File: config.mk
export PLATFORM = sky130hd
export DESIGN_NAME = alu_op_sequencer
export DESIGN_NICKNAME = d
export VERILOG_FILES = /design/src/rtl/alu_op_sequencer.sv
export SDC_FILE = /design/constraint.sdc
export NUM_CORES = 1
export LEC_CHECK = 0
export CAP_MARGIN = 40
export CORE_MARGIN = 2
export CORE_UTILIZATION = 35
export CTS_BUF_LIST = sky130_fd_sc_hd__clkbuf_16
export DETAILED_ROUTE_END_ITERATION = 12
export PLACE_DENSITY = 0.78
export SETUP_SLACK_MARGIN = 0.1
export SYNTH_ARGS = -nofsm -noshare
export SYNTH_HDL_FRONTEND = slang
export SYNTH_SLANG_ARGS = --single-unit
File: constraint.sdc
create_clock -name Clock -period 1.9 [get_ports Clock]
set_input_delay 0.19 -clock Clock [delete_from_list [all_inputs] [get_ports Clock]]
set_output_delay 0.19 -clock Clock [all_outputs]
set_load 0.05 [all_outputs]
File: src/rtl/alu_op_sequencer.sv
// Command sequencer in front of the 32-bit ALU: takes one command at a time, drives
// the ALU for one or more passes, and hands back the captured result and flags.
module alu_op_sequencer #(
    parameter int DATA_WIDTH = 32,
    parameter int CNT_WIDTH  = 5
) (
    input  logic                  Clock,
    input  logic                  Reset,
    input  logic                  CmdValid,
    output logic                  CmdReady,
    input  logic [4:0]            CmdFunSel,
    input  logic [DATA_WIDTH-1:0] CmdA,
    input  logic [DATA_WIDTH-1:0] CmdB,
    input  logic [CNT_WIDTH-1:0]  CmdCount,
    input  logic                  CmdSetFlags,
    output logic [DATA_WIDTH-1:0] AluA,
    output logic [DATA_WIDTH-1:0] AluB,
    output logic [4:0]            AluFunSel,
    output logic                  AluWF,
    input  logic [DATA_WIDTH-1:0] AluOut,
    input  logic [3:0]            AluFlags,
    output logic                  ResValid,
    input  logic                  ResReady,
    output logic [DATA_WIDTH-1:0] ResData,
    output logic [3:0]            ResFlags
);

    localparam logic [1:0] IDLE = 2'd0;
    localparam logic [1:0] EXEC = 2'd1;
    localparam logic [1:0] CAPT = 2'd2;
    localparam logic [1:0] DONE = 2'd3;

    logic [1:0]            state;
    logic [DATA_WIDTH-1:0] op_a;
    logic [DATA_WIDTH-1:0] op_b;
    logic [4:0]            fun;
    logic [CNT_WIDTH-1:0]  rem;
    logic                  set_f;
    logic                  is_shift;
    logic [CNT_WIDTH-1:0]  start_rem;

    // Codes 1011..1111 are single-bit shifts/rotates; a count of 0 still runs one pass.
    always_comb begin
        is_shift  = (CmdFunSel[3:0] >= 4'b1011);
        start_rem = CNT_WIDTH'(1);
        if (is_shift && (CmdCount != '0)) begin
            start_rem = CmdCount;
        end
    end

    always_ff @(posedge Clock or negedge Reset) begin
        if (!Reset) begin
            state    <= IDLE;
            op_a     <= '0;
            op_b     <= '0;
            fun      <= '0;
            rem      <= '0;
            set_f    <= 1'b0;
            ResData  <= '0;
            ResFlags <= '0;
        end else begin
            case (state)
                IDLE: begin
                    if (CmdValid) begin
                        op_a  <= CmdA;
                        op_b  <= CmdB;
                        fun   <= CmdFunSel;
                        set_f <= CmdSetFlags;
                        rem   <= start_rem;
                        state <= EXEC;
                    end
                end
                EXEC: begin
                    // Feeding the result back into A lets single-bit shifts chain.
                    ResData <= AluOut;
                    op_a    <= AluOut;
                    rem     <= rem - 1'b1;
                    if (rem == CNT_WIDTH'(1)) begin
                        state <= CAPT;
                    end
                end
                CAPT: begin
                    ResFlags <= AluFlags;
                    state    <= DONE;
                end
                DONE: begin
                    if (ResReady) begin
                        state <= IDLE;
                    end
                end
                default: state <= IDLE;
            endcase
        end
    end

    always_comb begin
        AluA      = op_a;
        AluB      = op_b;
        AluFunSel = fun;
        AluWF     = (state == EXEC) && set_f;
        CmdReady  = (state == IDLE);
        ResValid  = (state == DONE);
    end

endmodule

== Yosys cells after proc, flatten, opt, wreduce, memory -nomap -nowiden ==
Index checks and enable logic that the tools add are counted.

* Input bits: 115
* Output and inout port bits: 108
* Register bits after elaboration: 113
* Word-level logic and storage cells: 34

* Mux-type cells: 9
* Magnitude comparators: 1
* Equality and inequality tests: 7
* Reductions and logical operators: 8
* Add/sub/neg operators: 1

{| class="wikitable"
|+ Operator list
! cell !! number
|-
| $pmux W32 S2 || 1
|-
| $mux W32 || 1
|-
| $mux W5 || 2
|-
| $pmux W5 S2 || 1
|-
| $pmux W2 S4 || 1
|-
| $mux W2 || 3
|-
| $eq A5 B1 Y1 const B || 1
|-
| $reduce_bool A5 Y1 || 1
|-
| $sub A5 B1 Y5 const B || 1
|-
| $eq A2 B2 Y1 const B || 2
|-
| $ge A4 B4 Y1 const B || 1
|-
| $ne A2 B2 Y1 const B || 2
|-
| $reduce_and A2 Y1 || 2
|-
| $reduce_and A3 Y1 || 1
|-
| $eq A2 B1 Y1 const B || 1
|-
| $logic_and A1 B1 Y1 || 2
|-
| $logic_not A2 Y1 || 1
|-
| $ne A2 B1 Y1 const B || 1
|-
| $reduce_bool A2 Y1 || 1
|}

== Logic depth before layout (Yosys ltp) ==
Gate-level depths: netlist of run 1.

* Word-level depth: 5
* Depth in mapped cells: 9
* Mapped depth without buffers: 6

== Least setup slack after synthesis of run 1 ==
Ideal clock, no wire load.

* Path type: reg2reg
* Start: register state[0]
* End: register rem[2]
* Data required time: 1.772 ns
* Data arrival time: 1.766 ns
* Library setup time: 0.128 ns
* Period minus slack after synthesis: 1.894 ns
* Buffers on the path: 1
* Slack: 0.006 ns
* Stages on the path, launching flop included: 7
* Path through: dfrtp_1 -> inv_1 -> ha_1 -> nand2_1 -> buf_2 -> a211oi_1 -> nor3_1

* Cells in the longest elaborated chain, start to end: 3
* Elaborated cells on any way between the ends: 6
* Classes of those cells: 2 x eq/ne; 1 x mux; 3 x reduce/logical

{| class="wikitable"
|+ RTL lines
! what !! RTL line !! source
|-
| start: declaration || 33 || <nowiki>logic [1:0] state;</nowiki>
|-
| start signal: assignment || 53 || <nowiki>state <= IDLE;</nowiki>
|-
| start signal: assignment || 70 || <nowiki>state <= EXEC;</nowiki>
|-
| start signal: assignment || 79 || <nowiki>state <= CAPT;</nowiki>
|-
| $logic_not A2 Y1 (*) || -- ||
|-
| net CmdReady || 10 || <nowiki>output logic CmdReady,</nowiki>
|-
| $ne A2 B2 Y1 (no line) / $reduce_bool A2 Y1 (equally long branches) || -- ||
|-
| $reduce_and A2 Y1 (no line) || -- ||
|-
| end signal: assignment || 69 || <nowiki>rem <= start_rem;</nowiki>
|-
| end signal: assignment || 77 || <nowiki>rem <= rem - 1'b1;</nowiki>
|-
| end: declaration || 37 || <nowiki>logic [CNT_WIDTH-1:0] rem;</nowiki>
|}

Mark *: on every way through the listed nets, which the timed path passes. The rest lies on a longest branch.
A chain may end at the register's enable or synchronous reset.

== Final worst setup path of run 1 ==
* Start: register op_a[12] (netlist: AluA[12])
* End: output port AluA[12]

{| class="wikitable"
|+ RTL lines
! what !! RTL line !! source
|-
| start: declaration || 34 || <nowiki>logic [DATA_WIDTH-1:0] op_a;</nowiki>
|-
| start signal: assignment || 65 || <nowiki>op_a <= CmdA;</nowiki>
|-
| start signal: assignment || 76 || <nowiki>op_a <= AluOut;</nowiki>
|-
| end: declaration || 16 || <nowiki>output logic [DATA_WIDTH-1:0] AluA,</nowiki>
|}

No word-level cell between the ends.

==> results of run 1 <==
==> placed cells by master, fill, tap and decap left out, drive strengths merged, types with 2 or more instances in the layout <==
cell / n
buf: 21
clkbuf: 18
clkinvlp: 2
mux2: 75
nor2b: 4
nand2: 37
o21ai: 35
nor3: 2
nor2: 2
a211oi: 2
clkinv: 9
ha: 6
mux2i: 32
a21oi: 3
dlygate4sd2: 3
dlymetal6s2s: 36
clkdlybuf4s50: 179
inv: 9
bufinv: 2
nand3: 2
dfrtp: 113
==> layer usage <==
layer / vias to the layer above / global-route usage [%] / routed length (um)
met5: - / 0 / 0
met4: 0 / 8.21 / 275
met3: 22 / 6.79 / 1130
met2: 154 / 29.0 / 6400
met1: 1770 / 19.0 / 4870
li1: 1742 / - / -
==> worst reg2reg max path, cell delays in order, from the launching register on <==
cell and delay (ps):
dfrtp_1 390, inv_2 100, ha_4 160, buf_4 220
inv_1 130, o22ai_1 250, nor2b_2 90, mux2_2 270
==> state kept, by name, indices dropped and copies added, names as in the netlist <==
signal / count
ResFlags: 4
rem: 5
AluA: 32
AluFunSel: 5
state: 2
ResData: 32
AluB: 32
set_f: 1
==> worst paths after layout <==
check / from / end / slack (ps) / cells after the start
worst max-delay path: AluA[12] / AluA[12] / 130 / 1
worst min-delay path: Reset / ResData[0] / 300 / 2
worst min register to register: AluA[13] / AluA[13] / 470 / 2
min in group Clock: CmdSetFlags / set_f / 400 / 2
max in group asynchronous: Reset / AluA[18] / 930 / 3
worst max register to register: state[1] / state[1] / 190 / 7
==> logic make-up after synthesis <==
kind of cell	after synthesis	share of synthesized area, %
AO/OA/AOI/OAI	49	6.02
buffers and inverters	27	3.11
adder cells (fa/ha/maj)	6	1.58
flip-flops	113	59.6
multiplexers	107	24.6
AND/OR/NAND/NOR	54	5.09
==> stage by stage <==
step / worst slack [ps] / hold WS [ps] / cell area [um^2]
2_1_floorplan: 221 / -106 / 4740
3_3_place_gp: 230 / 164 / 7300
3_5_place_dp: 162 / 171 / 7300
4_1_cts: 102 / 302 / 7890
5_1_grt: 89.9 / 333 / 8020
6_report: 133 / 301 / 8020
==> layout make-up <==
| class | instances | area (um^2) |
|---|---|---|
| Multi-Input combinational cell | 216 | 1800 |
| Timing Repair Buffer | 241 | 2590 |
| Tap cell | 176 | 220 |
| Inverter | 7 | 26.3 |
| Clock inverter | 15 | 128 |
| Clock buffer | 17 | 425 |
| Fill cell | 1082 | 5230 |
| Sequential cell | 113 | 2830 |
==> timing repair <==
action / CTS / global route
setup buffers: 4 / 0
hold buffers: 1 / 0
cloned: 0 / 1
endpoints found under the setup margin: 4 / 39
resized for setup: 4 / 38
endpoints found under the hold margin: 32 / 0
==> where the power goes <==
part / switching [W] / leakage (nW) / total [W] / internal (W)
sequential: 0.000666 / 1.35 / 0.00434 / 0.00367
clock: 0.00104 / 0.277 / 0.00293 / 0.00189
combinational: 0.00647 / 2.08 / 0.0106 / 0.00410
total: 0.00818 / 3.70 / 0.0178 / 0.00966
==> reports/qor.txt, run 1 <==
Pwr dens: 2230 nW/um^2
Crit Path Category: reg -> out
Leading area contributor after synthesis: dfrtp_1
RSZ-0062 raised after global routing: no
Setup crit end kind: output port
Worst vdd ir: 1.27 mV
ANT nets after route: 0
Most frequently used flop master after synthesis: dfrtp_1
Static leakage: 3.70 nW
Async SR Flop Fraction: 100%
Period utilization: 93.0%
DR vias: 3688
# IOs: 223
Worst-margin pin slew: 549 ps
CTS H-tree depth: 4
CTS Buf Count: 17
CP max stage delay: 830 ps
CP startpoint kind: register
Final core occ: 60.5%
Slew margin rel.: 63.4%
Post-synthesis sequential area ratio: 59.6%
DRC: 0
Wire length per cell: 16.1 um
CP Buf/Inv Count: 1
First-pass GRT wire length: 19400 um
Top cells by count, synth: dfrtp_1, mux2_2, nand2_1
DRT iter0 DRCs: 142
Die area: 14500 um^2
Yosys reg bits: 113
GRT Residual Overflow: 0
Largest net degree at the start of global routing: 69
Synth top area cells: dfrtp_1, mux2_2, mux2i_1, o21ai_0, nand2_1
Area growth syn-to-layout: 69.0%
Max-slew violation count: 0
Crit-path cells: clkdlybuf4s50_1
Initial Util: 35.8%
Cells after Synth: 356
Unique masters post-synth: 36
Type of the tightest min-delay check: in -> async
Dpl cells: 747
Drt first pass iters: 4
Synth warnings: 0
Share of cells above drive strength 1: 21.7%
Die width: 120 um
Post-synth top area share: 59.6%
HPWL after DPL: 9150 um
Nets@finish: 717
Worst Path Required: 1710 ps
Max Clock Freq: 566 MHz
Vias in the first global route: 3945
Power Total: 0.0178 W
Final Wtd Congestion: 0.794
Worst skew pair latency: 400 ps
Max-cap violations: 0
I/O Buffers: 222
Delay-heaviest family, CP: buffers and inverters
Post-synth EDFFs: 0
CTS tree: built
Arrival @ worst endpoint: 1580 ps
CTS Buffer Depth: 2
Mapped Avg Cell Area: 13.3 um^2
Placement Rows: 42
Sink Count: 113
Core box area: 13200 um^2
CTS root buffer: clkbuf_16
Syn_nets: 477
Status: complete, no violations
Routed WL: 12700 um
Global-route usage over all layers: 17.2%
Inserted Diodes: 0
Final Hold Viols: 0
Clock skew: 7.57 ps
Die Y: 120 um
Min cycle time layout: 1770 ps
Max FO, Critical Path: 2
Reg clk slew, reported paths: 50 ps
Initial antenna violation count: 0
Setup TNS: 0 ps
Mapped Area: 4740 um^2
Most frequent cell after synthesis: dfrtp_1
Final setup violation count: 0
Fin cells: 785
Vias per cell: 4.70
CP max-delay cell: clkdlybuf4s50_1
No activity file was read; power rests on OpenSTA's default activity.
==> inputs of run 2 (changes only) <==
- SKIP_LAST_GASP: not set -> 1
==> results of run 2 <==
No change in the layout: final DEF, timing and power equal those of run 1.
==> RTL change, RTL diff (settings of run 1) <==
Change the parameter `DATA_WIDTH` from 32 to 36.
--- a/src/rtl/alu_op_sequencer.sv
+++ b/src/rtl/alu_op_sequencer.sv
@@ -2,5 +2,5 @@
 // the ALU for one or more passes, and hands back the captured result and flags.
 module alu_op_sequencer #(
-    parameter int DATA_WIDTH = 32,
+    parameter int DATA_WIDTH = 36,
     parameter int CNT_WIDTH  = 5
 ) (
Interface: changed (6 resized); port bits go from 223 to 247. The function was not compared with the original's and may differ.
==> RTL change against run 1 <==
Synthesized area is 12% higher. Critical endpoint is now AluA[35]. Total power is 7.2% higher. Cell area is 8.5% higher. Largest cell class unchanged. Sequential cell count is 12 higher. Routed wire length is 9.2% higher. Worst setup slack better by 0.0031 ns. Combinational power is 8% higher. Clock power is 3% lower.
==> RTL change: results <==
[place]
dpl.hpwl_um = 10100
port_buffers = 246
placed_cell_area_mm2 = 0.00798
place_ws_ns = 0.122
gp_congestion = 0.811

[logic_synthesis]
synth_cell_types = 38
synth_fp_nets = 523
ys_seq_area_frac = 0.591
synth_area_leaders = dfrtp_1, mux2_2, mux2i_1
synth_common_cells = dfrtp_1, mux2_2, nand2_1, mux2i_1, o21ai_0

[clocking]
clk_pin_slew_ns = 0.06

[route]
vias_per_cell = 4.77
routed_wl_um = 13800
drtIter0Drc = 175
dr.pass1.iters = 6

[power]
p_leak_uw = 0.00412
peakVddDrop_uv = 975

[global_routing]
grt_first_pass_wirelength_um = 22100
grt_max_degree = 64
grt_pass1_vias = 4355
grt_usage = 0.174

[final_layout]
drive_gt1_frac = 0.212
num-nets-final = 778
fillers = 1152

[timing]
fin_crit_sh = 0.928
clock_skew_ns = 0.00610
worst_slew_pin_slew_ns = 0.567

[worst_setup_path]
slowest_delay_ns = 0.82
r2r_start = state[0]
cp-startpoint = AluA[35]

[outcome]
status = finished, final reports clean
==> RTL change: cell types whose count changed after synthesis, moves of 3 or more <==
cell            run 1  this run
buf_8               0         3
nand2_1            37        40
o21ai_1             2         6
dfrtp_1           113       125
mux2i_1            32        36
mux2_2             75        83
o21ai_2             1         8
o21ai_0            32        25
==> RTL change: path summary, 6_finish.rpt <==
check | to | cells after the start
max reg2reg | rem[3] | 5
max | AluA[35] | 1
min reg2reg | AluA[30] | 2
min in group Clock | AluB[9] | 2
min | AluA[22] | 2
max in group asynchronous | rem[3] | 3
==> RTL change: final cells by class <==
type	instances	area (um2)	share of cell area
inverters	7	26.3	0.00302
clock buffers	17	425	0.0489
multi-input cells	236	2000	0.230
flip-flops and latches	125	3130	0.360
repair buffers	258	2800	0.322
well taps	184	230	0.0265
clock inverters	13	87.6	0.0101
==> RTL change: metrics by stage <==
stage                     hold WS, ns  std cells
after global placement         0.0849        806
after detailed placement       0.0892        806
after global routing            0.214        840
final                           0.218        840
after floorplan                -0.106        390
after CTS                       0.195        839
==> RTL change: power by group <==
part	total (uW)	switching, uW	internal [uW]
clock	2830	1090	1740
sequential	4780	720	4060
combinational	11500	7130	4370
==> RTL change: kinds of logic after synthesis <==
| kind of cell | after synthesis | synth area share |
|---|---|---|
| AO/OA/AOI/OAI | 53 | 0.0627 |
| adder cells (fa/ha/maj) | 6 | 0.0142 |
| buffers and inverters | 29 | 0.0383 |
| flip-flops | 125 | 0.591 |
| multiplexers | 119 | 0.245 |
| AND/OR/NAND/NOR | 58 | 0.0487 |
==> RTL change: metal layers <==
layer / up-vias / global-route usage / part of all wire
met4: 0 / 0.0472 / 0.012
met3: 12 / 0.0671 / 0.073
met2: 154 / 0.297 / 0.51
met1: 1950 / 0.207 / 0.41
li1: 1892 / - / -
met5: - / 0 / 0
==> RTL change: timing repair <==
action | 4_1_cts | 5_1_grt
pin swaps | 0 | 0
setup endpoints to repair | 5 | 100
setup buffers | 1 | 1
gates cloned | 1 | 0
hold buffers | 1 | 0
gates resized for setup | 4 | 56
hold endpoints to repair | 62 | 0
